===== config.mk =====
export PLATFORM = sky130hd
export DESIGN_NAME = k005297_dmadregunldctrl
export DESIGN_NICKNAME = d
export VERILOG_FILES = /design/src/rtl/k005297_dmadregunldctrl.sv
export SDC_FILE = /design/constraint.sdc
export NUM_CORES = 1
export LEC_CHECK = 0
export BUFFER_PORTS_ARGS = -buffer_cell sky130_fd_sc_hd__buf_4
export CORE_AREA = 2 2 70 72
export CTS_CLUSTER_DIAMETER = 120
export DETAILED_ROUTE_END_ITERATION = 8
export DIE_AREA = 0 0 72 74
export GPL_TIMING_DRIVEN = 0
export PLACE_DENSITY_LB_ADDON = 0.3
export SYNTH_ARGS = -nofsm -noshare
export SYNTH_HDL_FRONTEND = slang
export SYNTH_SLANG_ARGS = --single-unit

===== constraint.sdc =====
create_clock -name i_MCLK -period 2.9 [get_ports i_MCLK]
set_input_delay 0 -clock i_MCLK [delete_from_list [all_inputs] [get_ports i_MCLK]]
set_output_delay 0 -clock i_MCLK [all_outputs]
set_load 0.02 [all_outputs]

===== src/rtl/k005297_dmadregunldctrl.sv =====
// K005297 DMA data register unload control: DMA words to bubble write bits.
// Define K005297_UNLD_MSBFIRST_EN to shift bytes out MSB-first.
module k005297_dmadregunldctrl #(
  parameter int LEN_W = 10
) (
  input  logic             i_MCLK,
  input  logic             i_SYS_RST,
  input  logic             i_CLK2M_PCEN_n,
  input  logic             i_4BEN_n,
  input  logic             i_WR_START,
  input  logic [LEN_W-1:0] i_PAGE_LEN,
  input  logic [15:0]      i_DMA_WORD,
  input  logic             i_DMA_WORD_VALID,
  output logic             o_DMA_WORD_REQ,
  input  logic             i_BIT_STROBE,
  output logic [3:0]       o_BDO,
  output logic             o_NEWBYTE,
  output logic             o_DMADREG_BDHI_UNLD,
  output logic             o_DMADREG_BDLO_UNLD,
  output logic             o_BUSY,
  output logic             o_DONE,
  output logic             o_UNDERRUN
);

  typedef enum logic [1:0] {IDLE, FETCH, HI, LO} state_t;

  state_t           state;
  logic [LEN_W-1:0] cnt;
  logic [15:0]      hold;
  logic [7:0]       sr;
  logic [1:0]       scnt;
  logic             wp;
  logic             first;
  logic             req;
  logic             nb;
  logic             done;
  logic             ur;

  logic             en;
  logic             take;
  logic             have;
  logic             byte_end;
  logic [15:0]      nword;
  logic [LEN_W-1:0] cnt_m1;
  logic [7:0]       sr_nxt;
  logic [3:0]       bits;

  assign en       = ~i_CLK2M_PCEN_n;
  assign take     = req & i_DMA_WORD_VALID;
  assign have     = wp | take;
  // A word arriving this cycle bypasses the hold register.
  assign nword    = wp ? hold : i_DMA_WORD;
  assign byte_end = i_BIT_STROBE &
                    (scnt == (i_4BEN_n ? 2'd3 : 2'd1));
  assign cnt_m1   = cnt - LEN_W'(1);

`ifdef K005297_UNLD_MSBFIRST_EN
  assign sr_nxt = i_4BEN_n ? {sr[5:0], 2'b00}
                           : {sr[3:0], 4'h0};
  assign bits   = i_4BEN_n ? {2'b00, sr[7:6]}
                           : sr[7:4];
`else
  assign sr_nxt = i_4BEN_n ? {2'b00, sr[7:2]}
                           : {4'h0, sr[7:4]};
  assign bits   = i_4BEN_n ? {2'b00, sr[1:0]}
                           : sr[3:0];
`endif

  assign o_BDO = (state == HI || state == LO) ? bits : 4'h0;
  assign o_DMA_WORD_REQ      = req;
  assign o_NEWBYTE           = nb;
  assign o_DONE              = done;
  assign o_UNDERRUN          = ur;
  assign o_BUSY              = (state != IDLE);
  assign o_DMADREG_BDHI_UNLD = (state == HI);
  assign o_DMADREG_BDLO_UNLD = (state == LO);

  always_ff @(posedge i_MCLK) begin
    if (i_SYS_RST) begin
      state <= IDLE;
      cnt   <= '0;
      hold  <= '0;
      sr    <= '0;
      scnt  <= '0;
      wp    <= 1'b0;
      first <= 1'b0;
      req   <= 1'b0;
      nb    <= 1'b0;
      done  <= 1'b0;
      ur    <= 1'b0;
    end else if (en) begin
      nb   <= 1'b0;
      done <= 1'b0;
      if (take) begin
        hold <= i_DMA_WORD;
        wp   <= 1'b1;
        req  <= 1'b0;
      end
      unique case (state)
        IDLE: begin
          if (i_WR_START) begin
            cnt   <= i_PAGE_LEN;
            ur    <= 1'b0;
            req   <= 1'b1;
            wp    <= 1'b0;
            first <= 1'b1;
            state <= FETCH;
          end
        end
        FETCH: begin
          if (i_BIT_STROBE && !first)
            ur <= 1'b1;
          if (have) begin
            sr    <= nword[15:8];
            scnt  <= '0;
            nb    <= 1'b1;
            cnt   <= cnt_m1;
            first <= 1'b0;
            state <= HI;
          end
        end
        HI: begin
          if (i_BIT_STROBE) begin
            sr   <= sr_nxt;
            scnt <= scnt + 2'd1;
            if (byte_end) begin
              if (cnt == '0) begin
                done  <= 1'b1;
                req   <= 1'b0;
                wp    <= 1'b0;
                state <= IDLE;
              end else begin
                sr    <= hold[7:0];
                scnt  <= '0;
                nb    <= 1'b1;
                cnt   <= cnt_m1;
                wp    <= 1'b0;
                state <= LO;
                if (cnt_m1 != '0)
                  req <= 1'b1;
              end
            end
          end
        end
        LO: begin
          if (i_BIT_STROBE) begin
            sr   <= sr_nxt;
            scnt <= scnt + 2'd1;
            if (byte_end) begin
              if (cnt == '0) begin
                done  <= 1'b1;
                req   <= 1'b0;
                wp    <= 1'b0;
                state <= IDLE;
              end else if (have) begin
                sr    <= nword[15:8];
                scnt  <= '0;
                nb    <= 1'b1;
                cnt   <= cnt_m1;
                state <= HI;
              end else begin
                state <= FETCH;
              end
            end
          end
        end
      endcase
    end
  end

endmodule


==> impl_results.html <==
<table>
<tr><th>Metric</th><th>Value</th></tr>
<tr><th colspan="2">Final layout</th></tr>
<tr><td>Ant. Diodes</td><td>0</td></tr>
<tr><td>Area added between synthesis and finish</td><td>26.9%</td></tr>
<tr><td>Fraction of final layout cells with drive strength greater than 1</td><td>19.9%</td></tr>
<tr><td>Total number of nets in the final design</td><td>421</td></tr>
<tr><th colspan="2">STA</th></tr>
<tr><td>Setup repair after global routing missed its margin</td><td>no</td></tr>
<tr><td>Count of endpoints failing hold in the final timing report</td><td>0</td></tr>
<tr><td>Fmax</td><td>399 MHz</td></tr>
<tr><td>Least-Margin Pin Slew</td><td>1050 ps</td></tr>
<tr><td>Finish-stage setup viols</td><td>0</td></tr>
<tr><td>Final Max Slew Viols</td><td>0</td></tr>
<tr><td>Final clock period utilization by the worst path</td><td>86.4%</td></tr>
<tr><td>Worst clock skew</td><td>7.34 ps</td></tr>
<tr><td>Final Critical Period</td><td>2500 ps</td></tr>
<tr><td>Total Neg Setup Slack</td><td>0 ps</td></tr>
<tr><td>Relative slew slack</td><td>29.7%</td></tr>
<tr><th colspan="2">Worst setup path</th></tr>
<tr><td>CP startpoint</td><td>cnt[0]$_SDFFE_PP0P_</td></tr>
<tr><td>Worst Setup Start Kind</td><td>flop</td></tr>
<tr><td>Cell with the biggest individual delay on the critical path</td><td>or3b_4</td></tr>
<tr><td>Capturing instance or port of the critical path</td><td>sr[0]$_SDFFE_PP0P_</td></tr>
<tr><td>Worst Path Max Fanout</td><td>9</td></tr>
<tr><td>Critical path class</td><td>flop to flop</td></tr>
<tr><td>Cell chain of the critical path</td><td>inv_1 &gt; ha_1 &gt; or3b_4 &gt; or3_1 &gt; buf_6 &gt; a41o_4 &gt; a221oi_1 &gt; a21oi_1</td></tr>
<tr><td>Endpoint of the most critical register-to-register path</td><td>sr[0]$_SDFFE_PP0P_</td></tr>
<tr><td>Worst path required time</td><td>3090 ps</td></tr>
<tr><td>Category of the worst setup path capture point</td><td>flop</td></tr>
<tr><td>Setup slack of the most critical reg-to-reg path</td><td>400 ps</td></tr>
<tr><td>Worst R2R Path Depth</td><td>8</td></tr>
<tr><td>Crit-path max cell delay</td><td>440 ps</td></tr>
<tr><td>Source of the worst register-to-register timing path</td><td>cnt[0]$_SDFFE_PP0P_</td></tr>
<tr><td>Worst endpoint data arrival time</td><td>2700 ps</td></tr>
<tr><th colspan="2">Pwr</th></tr>
<tr><td>Peak supply drop</td><td>0.376 mV</td></tr>
<tr><td>Total power of the final layout</td><td>1.62 mW</td></tr>
<tr><td>Total leakage power</td><td>1.23 nW</td></tr>
<tr><td>Power density normalized to cell area</td><td>508 nW/um2</td></tr>
<tr><th colspan="2">Synthesis</th></tr>
<tr><td>Gate count after technology mapping</td><td>320</td></tr>
<tr><td>Post-synth EDFFs</td><td>0</td></tr>
<tr><td>Share of async-settable or async-resettable flops after synthesis</td><td>0%</td></tr>
<tr><td>Number of library cell types mapped by synthesis</td><td>55</td></tr>
<tr><td>Number of flip-flops and latches in the synthesized netlist</td><td>44</td></tr>
<tr><td>Warning count from the yosys run</td><td>0</td></tr>
<tr><td>Post-Synthesis Mean Instance Area</td><td>7.83 um2</td></tr>
<tr><td>Net count of the mapped netlist</td><td>355</td></tr>
<tr><td>Sequential cell area fraction in the yosys report</td><td>35.2%</td></tr>
<tr><td>Most frequently used flop master after synthesis</td><td>dfxtp_1</td></tr>
<tr><td>Post-Syn Area</td><td>2500 um2</td></tr>
<tr><th colspan="2">Drt</th></tr>
<tr><td>Number of iterations in the first detailed-routing pass</td><td>5</td></tr>
<tr><td>Met2 wirelength from detailed routing</td><td>3400 um</td></tr>
<tr><td>Routed metal-1 wirelength</td><td>2830 um</td></tr>
<tr><td>Total via count in the routed design</td><td>2,678</td></tr>
<tr><td>Routed wire length</td><td>6760 um</td></tr>
<tr><td>DRC Markers</td><td>0</td></tr>
<tr><td>Met3 routed WL</td><td>414 um</td></tr>
<tr><td>DR WL/cell</td><td>15.3 um</td></tr>
<tr><td>Vias per cell</td><td>6.07</td></tr>
<tr><td>Post-DRT Antenna Nets</td><td>0</td></tr>
<tr><td>Initial detailed-routing violation count</td><td>186</td></tr>
<tr><td>Uppermost layer routed</td><td>met4</td></tr>
<tr><th colspan="2">CTS</th></tr>
<tr><td>Worst-Skew Late Latency</td><td>310 ps</td></tr>
<tr><td>Post-CTS setup buffer count</td><td>0</td></tr>
<tr><td>Clock sink total</td><td>44</td></tr>
<tr><td>Htree depth</td><td>2</td></tr>
<tr><td>Root Buffer Master</td><td>clkbuf_8</td></tr>
<tr><td>Number of buffers created by CTS</td><td>5</td></tr>
<tr><td>Buffers from clock root to sink, at most</td><td>2</td></tr>
<tr><td>Post-CTS clock slew at the launch and capture registers of the worst setup and hold paths</td><td>90 ps</td></tr>
<tr><td>CTS tree</td><td>done</td></tr>
<tr><th colspan="2">Floorplanning</th></tr>
<tr><td>Number of cell rows</td><td>25</td></tr>
<tr><td>Die outline width</td><td>72 um</td></tr>
<tr><td>Boundary pin count</td><td>44</td></tr>
<tr><td>Core area</td><td>4600 um2</td></tr>
<tr><td>DIE AREA</td><td>5330 um2</td></tr>
<tr><td>Height of the chip</td><td>74 um</td></tr>
<tr><td>Initial standard-cell utilization of the core</td><td>54.5%</td></tr>
<tr><th colspan="2">Worst hold path</th></tr>
<tr><td>Number of cells on the worst hold path</td><td>4</td></tr>
<tr><td>Type of the tightest min-delay check</td><td>input port to flop</td></tr>
<tr><th colspan="2">GRT</th></tr>
<tr><td>Maximum number of pins on one net before global-route repair</td><td>15</td></tr>
<tr><td>Number of antenna violations at the first check in global routing</td><td>0</td></tr>
<tr><td>Number of global-route vias before repair</td><td>2,442</td></tr>
<tr><td>Remaining global-route overflow</td><td>0</td></tr>
<tr><td>Wire length of the first global-routing pass</td><td>11,200 um</td></tr>
<tr><td>Global router's overall resource usage</td><td>26.8%</td></tr>
<tr><th colspan="2">Placed design</th></tr>
<tr><td>HPWL reported at the end of detailed placement</td><td>4780 um</td></tr>
<tr><td>Gp weighted congestion</td><td>0.856</td></tr>
<tr><td>Input/output buffers</td><td>42</td></tr>
<tr><th colspan="2">Job</th></tr>
<tr><td>Max-Cap Viols</td><td>0</td></tr>
<tr><th colspan="2">Status</th></tr>
<tr><td>Outcome</td><td>finished clean</td></tr>
</table>
[placed cells by master, fill, tap and decap left out, types with 2 or more instances in the layout]
| cell | instances |
|---|---|
| a32o_1 | 5 |
| clkbuf_1 | 15 |
| nand3_1 | 7 |
| o31ai_1 | 2 |
| o21bai_1 | 2 |
| nand2_1 | 50 |
| or3_1 | 4 |
| dlygate4sd3_1 | 17 |
| nand2b_1 | 3 |
| or4_1 | 2 |
| buf_2 | 2 |
| o21ai_0 | 20 |
| mux2_2 | 13 |
| or2_2 | 2 |
| nor2_1 | 27 |
| o211ai_1 | 2 |
| ha_1 | 2 |
| buf_4 | 42 |
| a211oi_1 | 3 |
| nor3b_1 | 6 |
| a21o_1 | 3 |
| clkbuf_8 | 6 |
| a31oi_1 | 2 |
| nor4_1 | 2 |
| a21oi_1 | 41 |
| xor2_1 | 2 |
| and2_1 | 3 |
| xnor2_1 | 4 |
| dfxtp_1 | 44 |
| a221oi_1 | 8 |
| nor3_1 | 9 |
| buf_1 | 3 |
| inv_1 | 7 |
[synth_stat cells, types with 2 or more instances]
library cell,instances,area [um2]
a211oi_1,3,22.5
a21o_1,3,22.5
a21oi_1,41,205
a221oi_1,8,70.1
a31oi_1,2,12.5
a32o_1,5,50.1
and2_1,3,18.8
buf_1,3,11.3
buf_2,2,10.0
clkbuf_1,15,56.3
dfxtp_1,44,881
ha_1,2,25.0
inv_1,7,26.3
mux2_2,13,146
nand2_1,50,188
nand2b_1,3,18.8
nand3_1,7,35.0
nor2_1,27,101
nor3_1,9,45.0
nor3b_1,6,45.0
nor4_1,2,12.5
o211ai_1,2,15.0
o21ai_0,20,100
o21bai_1,2,15.0
o31ai_1,2,15.0
or2_2,2,12.5
or3_1,4,25.0
or4_1,2,15.0
xnor2_1,4,35.0
xor2_1,2,17.5
[worst min-delay path by stage]
stage	from	slack, ps	end
finish	i_PAGE_LEN[5]	40	cnt[5]$_SDFFE_PP0P_
global route	i_SYS_RST	60	o_DMA_WORD_REQ$_SDFFE_PP0N_
CTS	i_PAGE_LEN[5]	40	cnt[5]$_SDFFE_PP0P_
detailed placement	i_DMA_WORD[3]	260	hold[3]$_SDFFE_PP0P_
global placement	i_DMA_WORD[4]	250	hold[4]$_SDFFE_PP0P_
floorplan	i_DMA_WORD[10]	140	hold[10]$_SDFFE_PP0P_
[state kept, by name (all words and copies together), names as in the netlist]
register	flops
o_NEWBYTE	1
o_DMA_WORD_REQ	1
scnt	2
wp	1
o_UNDERRUN	1
sr	8
cnt	10
state	2
o_DONE	1
hold	16
first	1
[what timing repair did]
item / CTS / global route
gates resized for setup: 0 / 0
endpoints found under the hold margin: 17 / 0
hold buffers: 17 / 0
[cell type report]
type	count	area, um2
Clock buffer	6	82.6
Inverter	7	26.3
Buffer	22	93.8
Multi-Input combinational cell	247	1500
Tap cell	54	67.6
Timing Repair Buffer	59	485
Fill cell	402	1420
Sequential cell	44	881
Clock inverter	2	38.8
[cells by family after synthesis]
| family | synth area share [%] |
|---|---|
| simple gates | 23.2 |
| compound gates | 27.5 |
| flops | 35.2 |
| buf+inv | 4.79 |
| mux | 6.24 |
| xor+xnor | 2.10 |
| fa+ha+maj | 0.999 |
[through the flow]
stage	util, %	cells	instance area, um2	setup WS (ps)	hold WS, ps
floorplan	-	320	2500	682	136
global placement	62.8	416	2890	479	250
detailed placement	62.8	416	2890	438	256
CTS	69.1	441	3180	414	37.6
global route	69.1	441	3180	269	61.2
finish	69.1	441	3180	396	36.2
[power by group]
group | total [mW] | switching, mW | internal (mW)
combinational | 0.447 | 0.250 | 0.197
sequential | 0.665 | 0.0280 | 0.637
clock | 0.504 | 0.222 | 0.282
[critical path: cells and delay by family (launching register included)]
kind	cells	cell delay (ps)
AO/OA/AOI/OAI	3	760
adder cells (fa/ha/maj)	1	200
flip-flops	1	380
AND/OR/NAND/NOR	2	820
buffers and inverters	2	240
[layer usage]
metal / up-vias / GRT usage [%]
met5: - / 0
met4: 0 / 9.85
met3: 15 / 4.74
met2: 109 / 47.7
met1: 1262 / 32.6
li1: 1292 / -
Note: power is estimated with default switching activity, not from simulation.
